## config.mk

```make
export PLATFORM = sky130hd
export DESIGN_NAME = vga_timing_gen
export DESIGN_NICKNAME = d
export VERILOG_FILES = /design/src/rtl/vga_timing_gen.sv
export SDC_FILE = /design/constraint.sdc
export NUM_CORES = 1
export LEC_CHECK = 0
export ABC_AREA = 1
export CELL_PAD_IN_SITES_DETAIL_PLACEMENT = 1
export CELL_PAD_IN_SITES_GLOBAL_PLACEMENT = 2
export CORE_UTILIZATION = 27
export DETAILED_ROUTE_END_ITERATION = 8
export HOLD_SLACK_MARGIN = 0.15
export PLACE_DENSITY = 0.88
export SLEW_MARGIN = 20
export SYNTH_ARGS = -nofsm -noshare
export SYNTH_HDL_FRONTEND = slang
export SYNTH_SLANG_ARGS = --single-unit
```

## constraint.sdc

```tcl
create_clock -name clk -period 4.26 [get_ports clk]
set_input_delay 1.278 -clock clk [delete_from_list [all_inputs] [get_ports clk]]
set_output_delay 1.278 -clock clk [all_outputs]
set_load 0.05 [all_outputs]
```

## src/rtl/vga_timing_gen.sv

```systemverilog
// VGA raster timing generator.
// Divides the system clock down to a pixel-rate enable and walks an
// h/v raster. Sync, blanking and colour are registered one pixel behind
// the counters, so the image memory has a full pixel period to respond
// to pixel_x/pixel_y before rgb is sampled.
module vga_timing_gen #(
    parameter int CLK_DIV  = 4,
    parameter int H_ACTIVE = 640,
    parameter int H_FP     = 16,
    parameter int H_SYNC   = 96,
    parameter int H_BP     = 48,
    parameter int V_ACTIVE = 480,
    parameter int V_FP     = 10,
    parameter int V_SYNC   = 2,
    parameter int V_BP     = 33
) (
    input  logic        clk,
    input  logic        rst,
    input  logic [11:0] rgb,
    output logic [9:0]  pixel_x,
    output logic [9:0]  pixel_y,
    output logic        h_sync,
    output logic        v_sync,
    output logic [3:0]  Red,
    output logic [3:0]  Green,
    output logic [3:0]  Blue,
    output logic        video_on,
    output logic        frame_start
);

    localparam int DIV_W = (CLK_DIV > 1) ? $clog2(CLK_DIV) : 1;
    localparam logic [DIV_W-1:0] DIV_LAST = DIV_W'(CLK_DIV - 1);

    localparam logic [9:0] H_LAST    = 10'(H_ACTIVE + H_FP + H_SYNC + H_BP - 1);
    localparam logic [9:0] V_LAST    = 10'(V_ACTIVE + V_FP + V_SYNC + V_BP - 1);
    localparam logic [9:0] H_ACT     = 10'(H_ACTIVE);
    localparam logic [9:0] V_ACT     = 10'(V_ACTIVE);
    localparam logic [9:0] H_SYNC_LO = 10'(H_ACTIVE + H_FP);
    localparam logic [9:0] H_SYNC_HI = 10'(H_ACTIVE + H_FP + H_SYNC - 1);
    localparam logic [9:0] V_SYNC_LO = 10'(V_ACTIVE + V_FP);
    localparam logic [9:0] V_SYNC_HI = 10'(V_ACTIVE + V_FP + V_SYNC - 1);

    // True when a counter lies inside an inclusive window (sync pulse decode).
    function automatic logic in_window(input logic [9:0] val,
                                       input logic [9:0] lo,
                                       input logic [9:0] hi);
        return (val >= lo) && (val <= hi);
    endfunction

    // Colour forced to black outside the visible area.
    function automatic logic [11:0] blank_rgb(input logic [11:0] col,
                                              input logic        active);
        return active ? col : 12'h000;
    endfunction

    logic [DIV_W-1:0] r_div_cnt;
    logic [9:0]       r_h_cnt;
    logic [9:0]       r_v_cnt;

    logic             r_h_sync_p1;
    logic             r_v_sync_p1;
    logic             r_video_on_p1;
    logic [11:0]      r_rgb_p1;
    logic             r_frame_start_p1;

    logic             w_pix_tick;
    logic             w_h_wrap;
    logic             w_v_wrap;
    logic             w_active;

    assign w_pix_tick = (r_div_cnt == DIV_LAST);
    assign w_h_wrap   = (r_h_cnt == H_LAST);
    assign w_v_wrap   = (r_v_cnt == V_LAST);
    assign w_active   = (r_h_cnt < H_ACT) && (r_v_cnt < V_ACT);

    // Pixel-rate enable: divider counts 0..CLK_DIV-1 and wraps.
    always_ff @(posedge clk) begin
        if (rst) begin
            r_div_cnt <= '0;
        end else if (w_pix_tick) begin
            r_div_cnt <= '0;
        end else begin
            r_div_cnt <= r_div_cnt + 1'b1;
        end
    end

    // Raster counters: h advances per pixel, v advances when h wraps.
    always_ff @(posedge clk) begin
        if (rst) begin
            r_h_cnt <= '0;
            r_v_cnt <= '0;
        end else if (w_pix_tick) begin
            if (w_h_wrap) begin
                r_h_cnt <= '0;
                r_v_cnt <= w_v_wrap ? 10'd0 : r_v_cnt + 10'd1;
            end else begin
                r_h_cnt <= r_h_cnt + 10'd1;
            end
        end
    end

    // ---- stage p1: outputs decoded from the pre-increment counters ----
    always_ff @(posedge clk) begin
        if (rst) begin
            r_h_sync_p1      <= 1'b1;
            r_v_sync_p1      <= 1'b1;
            r_video_on_p1    <= 1'b0;
            r_rgb_p1         <= '0;
            r_frame_start_p1 <= 1'b0;
        end else begin
            r_frame_start_p1 <= w_pix_tick && w_h_wrap && w_v_wrap;
            if (w_pix_tick) begin
                r_video_on_p1 <= w_active;
                r_rgb_p1      <= blank_rgb(rgb, w_active);
                r_h_sync_p1   <= ~in_window(r_h_cnt, H_SYNC_LO, H_SYNC_HI);
                r_v_sync_p1   <= ~in_window(r_v_cnt, V_SYNC_LO, V_SYNC_HI);
            end
        end
    end

    assign pixel_x     = r_h_cnt;
    assign pixel_y     = r_v_cnt;
    assign h_sync      = r_h_sync_p1;
    assign v_sync      = r_v_sync_p1;
    assign video_on    = r_video_on_p1;
    assign Red         = r_rgb_p1[11:8];
    assign Green       = r_rgb_p1[7:4];
    assign Blue        = r_rgb_p1[3:0];
    assign frame_start = r_frame_start_p1;

endmodule

```

---- Yosys cells after proc, flatten, opt, wreduce, memory -nomap -nowiden ----
Index checks and enable logic that the tools add are counted.
storage, ports and cells
  output and inout bits ................... 36
  bits of input ports ..................... 14
  bits in registers ....................... 38
cells by class
  equal/unequal tests ..................... 3
  reductions and logical operators ........ 7
  bitwise logic cells ..................... 2
  $add $sub $neg .......................... 3
  order comparisons ....................... 6
  mux-type cells .......................... 3
operators with widths
  cell                                                                                  number
  10-bit by 1-bit adder with 10-bit output, second input constant                       2
  10-bit == test, second input constant                                                 2
  10-bit two-way mux                                                                    2
  12-bit two-way mux                                                                    1
  10-bit greater-or-equal comparator, second input constant                             1
  10-bit by 9-bit greater-or-equal comparator with 1-bit output, second input constant  1
  10-bit less-or-equal comparator, second input constant                                1
  10-bit by 9-bit less-or-equal comparator with 1-bit output, second input constant     1
  10-bit less-than comparator, second input constant                                    1
  10-bit by 9-bit less-than comparator with 1-bit output, second input constant         1
  1-bit logical AND                                                                     5
  2-bit by 1-bit adder with 2-bit output, second input constant                         1
  2-bit == test, second input constant                                                  1
  1-bit NOT                                                                             2
  2-bit AND reduction                                                                   1
  2-bit OR reduction                                                                    1

---- Logic depth before layout (Yosys ltp) ----
  depth in word-level cells ............... 3
  mapped depth ............................ 10

---- Least setup slack after synthesis ----
No wires, ideal clock.
  path kind ............................... input-to-reg
  start ................................... in rst
  end ..................................... reg r_rgb_p1[10]
  path buffers ............................ 1
  path slack .............................. 2.283 ns
  cell stages on the path ................. 6
  arrival ................................. 1.918 ns
  cell sequence ........................... nor2_1 -> nand2_1 -> nor3_4 -> buf_4 -> nand3_1 -> nand2_1
RTL lines
  what                  RTL line  RTL
  from (decl)           18        input logic rst,
  to (signal assigned)  114       r_rgb_p1 <= blank_rgb(rgb, w_active);
  to (decl)             63        logic [11:0] r_rgb_p1;

---- Worst setup path after layout ----
  start ................................... reg r_h_cnt[4] (netlist: pixel_x[4])
  end ..................................... out pixel_x[4]
RTL lines
  what                    RTL line  RTL
  from (decl)             57        logic [9:0] r_h_cnt;
  from (signal assigned)  97        r_h_cnt <= r_h_cnt + 10'd1;
  to (decl)               20        output logic [9:0] pixel_x,
No word-level cell between the ends.

==> impl_metrics.csv <==
group,metric,value,unit
clock_network,cts_setup_buffers,0,
clock_network,clk_pin_slew,0.08,ns
critical_path,crit_fanout,10,
floorplan,dieHeight,83.95,um
finish,nNetsFinal,327,
outcome,violations,"DRC",
detailed_routing,drtIter0Drc,34,
place,post-dp-hpwl,3.861,mm
global_route,track_usage,0.1559,
synth,netlist_area,1813,um^2
critical_path,r2r_cells,5,
sta,grt_setup_unrepaired,"false",
finish,drive_above_1_share,0.06796,
synth,ys_types,28,
global_route,gr-total-overflow,0,
worst_hold_path,min_to,"r_div_cnt[0]",
power_and_ir_drop,leakagePower,1.030,nW
synth,syn-num-nets,276,
sta,setup_violations,0,
detailed_routing,final_antenna_net_count,0,
floorplan,die_w,83.95,um
detailed_routing,drt-vias-per-instance,4.653,
floorplan,initial_core_util,0.2823,
detailed_routing,drcViolationCount,1,
critical_path,crit_family,"buffers and inverters",
critical_path,crit_arrival,1.74,ns
synth,syn_avg_cell_area,7.054,um^2
synth,ys_seq_area_frac,0.4196,
critical_path,slowest_stage,"clkdlybuf4s50_1",
worst_hold_path,min-delay-start,"r_div_cnt[0]",
power_and_ir_drop,ir_drop,0.1930,mV
sta,clock_skew,0.005804,ns
sta,hold_viol_final,0,
finish,syn2layout_area_growth,37.06,%
critical_path,critical_path_class,"flip-flop to output port",
critical_path,reg2reg_slack,2.36,ns
critical_path,cp-start-kind,"flip-flop",
place,io_buffers,49,
critical_path,r2r_start,"r_div_cnt[0]",
clock_network,cts.sinks,38,
global_route,first_global_vias,1800,
sta,maxSlewViolCount,0,
detailed_routing,met3_length,161,um
synth,yosys_warnings,0,
clock_network,insertion_delay,0.29,ns
worst_hold_path,worstHoldPathType,"flip-flop to flip-flop",
critical_path,cp.required,2.98,ns
clock_network,ctsRootBufferMaster,"clkbuf_8",
detailed_routing,vias,1796,
detailed_routing,first_pass_iters,6,
sta,fin_tns_setup,0,ns
critical_path,crit_start,"pixel_x[4]",
floorplan,dieArea,7047,um^2
clock_network,ctsHoldBuffers,0,
outcome,outcome,"complete, but fails checks",
floorplan,io_pins,50,
finish,layoutNonFillerInstCount,386,
place,placed_cells,378,
synth,yosys-top-cells-area,"dfxtp_1 (42%), nand2_1 (15%), nor2_1 (7.0%)",
sta,period_needed,3.013,ns
sta,fmax,331.8,MHz
detailed_routing,routed-wl-met2,2.447,mm
global_route,grt_max_degree,15,
sta,period_share,0.7074,
floorplan,fp-row-count,29,
place,gp_congestion,0.7551,
synth,synth_top_area_share,0.4196,
finish,n_antenna_cell,0,
power_and_ir_drop,power.density,303.3,nW/um^2
synth,syn_inst,257,
critical_path,endpoint_kind,"output port",
sta,worstMarginPinSlew,0.9032,ns
critical_path,cp_num_buf_inv,1,
synth,ys_seq_elements,38,
clock_network,cts.repair.resized,0,
run,max-cap-violations,0,
clock_network,cts_buffer_depth,2,
clock_network,htree_levels,2,
detailed_routing,routed.top_layer,"met4",
sta,relSlewSlack,0.3956,
detailed_routing,post_drt_wl_per_cell,13.16,um
global_route,antenna_found_initial,0,
detailed_routing,wl_met1,2.405,mm
critical_path,cp_cell_sequence,"clkdlybuf4s50_1",
clock_network,numCtsBuffers,5,
floorplan,core_area,6422,um^2
worst_hold_path,holdPathStages,1,
critical_path,critPathMaxStageDelay,0.88,ns
detailed_routing,wirelength,5.080,mm
clock_network,cts_tree,"yes",
global_route,grt_pass1_wl,8.666,mm
critical_path,timing.rr.end,"v_sync",
synth,yosysTopAreaCell,"dfxtp_1",
-- Yosys cell counts, drive strengths merged --
master,count
nand2,73
nor2,39
dfxtp,38
inv,32
nand3,26
a21oi,9
nand4,8
nor3,6
o21ai,6
ha,5
buf,4
xor2,3
clkbuf,2
a211oi,1
a22o,1
a41oi,1
nor4,1
o21bai,1
xnor2,1
-- power breakdown --
part	switching (W)	internal (W)	total (W)
clock network	0.000141	0.000174	0.000315
logic	0.0000432	0.0000274	0.0000706
registers	0.00000472	0.000363	0.000368
total	0.000189	0.000565	0.000754
-- routing by layer --
layer / track usage / vias to the layer above
met5: 0 / -
met4: 0.05172 / 0
met3: 0.03264 / 6
met2: 0.2668 / 27
met1: 0.1941 / 848
li1: - / 915
-- worst reg2reg max path, delay by kind of cell (launching register included) --
family,cells,cell delay (ns)
AOI/OAI and AO/OA,1,0.06
adders and majority gates,1,0.27
buffers and inverters,1,0.22
DFF,1,0.32
and+or+nand+nor,2,0.89
-- flip-flops by register name, indices dropped and copies added (netlist names) --
signal and flops:
r_div_cnt 2, r_rgb_p1 12, h_sync 1, pixel_y 10, frame_start 1, pixel_x 10
v_sync 1, video_on 1
-- logic make-up after synthesis --
logic type      synth area share
compound gates           0.05936
xor+xnor                 0.01933
fa+ha+maj                0.03451
buf+inv                  0.08627
flops                     0.4196
simple gates              0.3810
-- final cells by class --
cell class | instances | area, um^2
Fill cell | 806 | 3938
Timing Repair Buffer | 50 | 498.0
Inverter | 32 | 120.1
Tap cell | 77 | 96.34
Clock inverter | 3 | 45.04
Sequential cell | 38 | 760.7
Multi-Input combinational cell | 181 | 895.9
Clock buffer | 5 | 68.82
-- placed cells by master (no fill, tap or decap), types with 5 or more instances in the layout --
cell	netlist	final
nand4_1	8	8
o21ai_0	6	6
ha_1	5	5
a21oi_1	9	9
dfxtp_1	38	38
nand3_1	24	24
inv_1	30	30
nand2_1	71	71
nor2_1	34	34
nor3_1	5	5
clkdlybuf4s50_1	0	49
clkbuf_8	0	5
-- stage by stage --
step                        util  hold slack, ns  setup WS (ns)  total power [W]  area, um^2
after floorplan                -          0.3992          2.283        0.0004167        1813
after global placement    0.3692          0.4100          1.143        0.0004470        2371
after detailed placement  0.3692          0.4204          1.090        0.0004478        2371
after CTS                 0.3869          0.4324          1.221        0.0007593        2485
after global routing      0.3869          0.4508          1.170        0.0007851        2485
final                     0.3869          0.4322          1.247        0.0007536        2485
-- worst max-delay path by stage --
stage,end,slack [ns],cells past startpoint
6_report,pixel_x[4],1.25,1
5_1_grt,pixel_x[4],1.17,1
4_1_cts,pixel_x[4],1.22,1
3_5_place_dp,v_sync,1.09,6
3_3_place_gp,v_sync,1.14,6
2_1_floorplan,r_rgb_p1[10],2.28,6
Power figures use the tool's default switching activity.
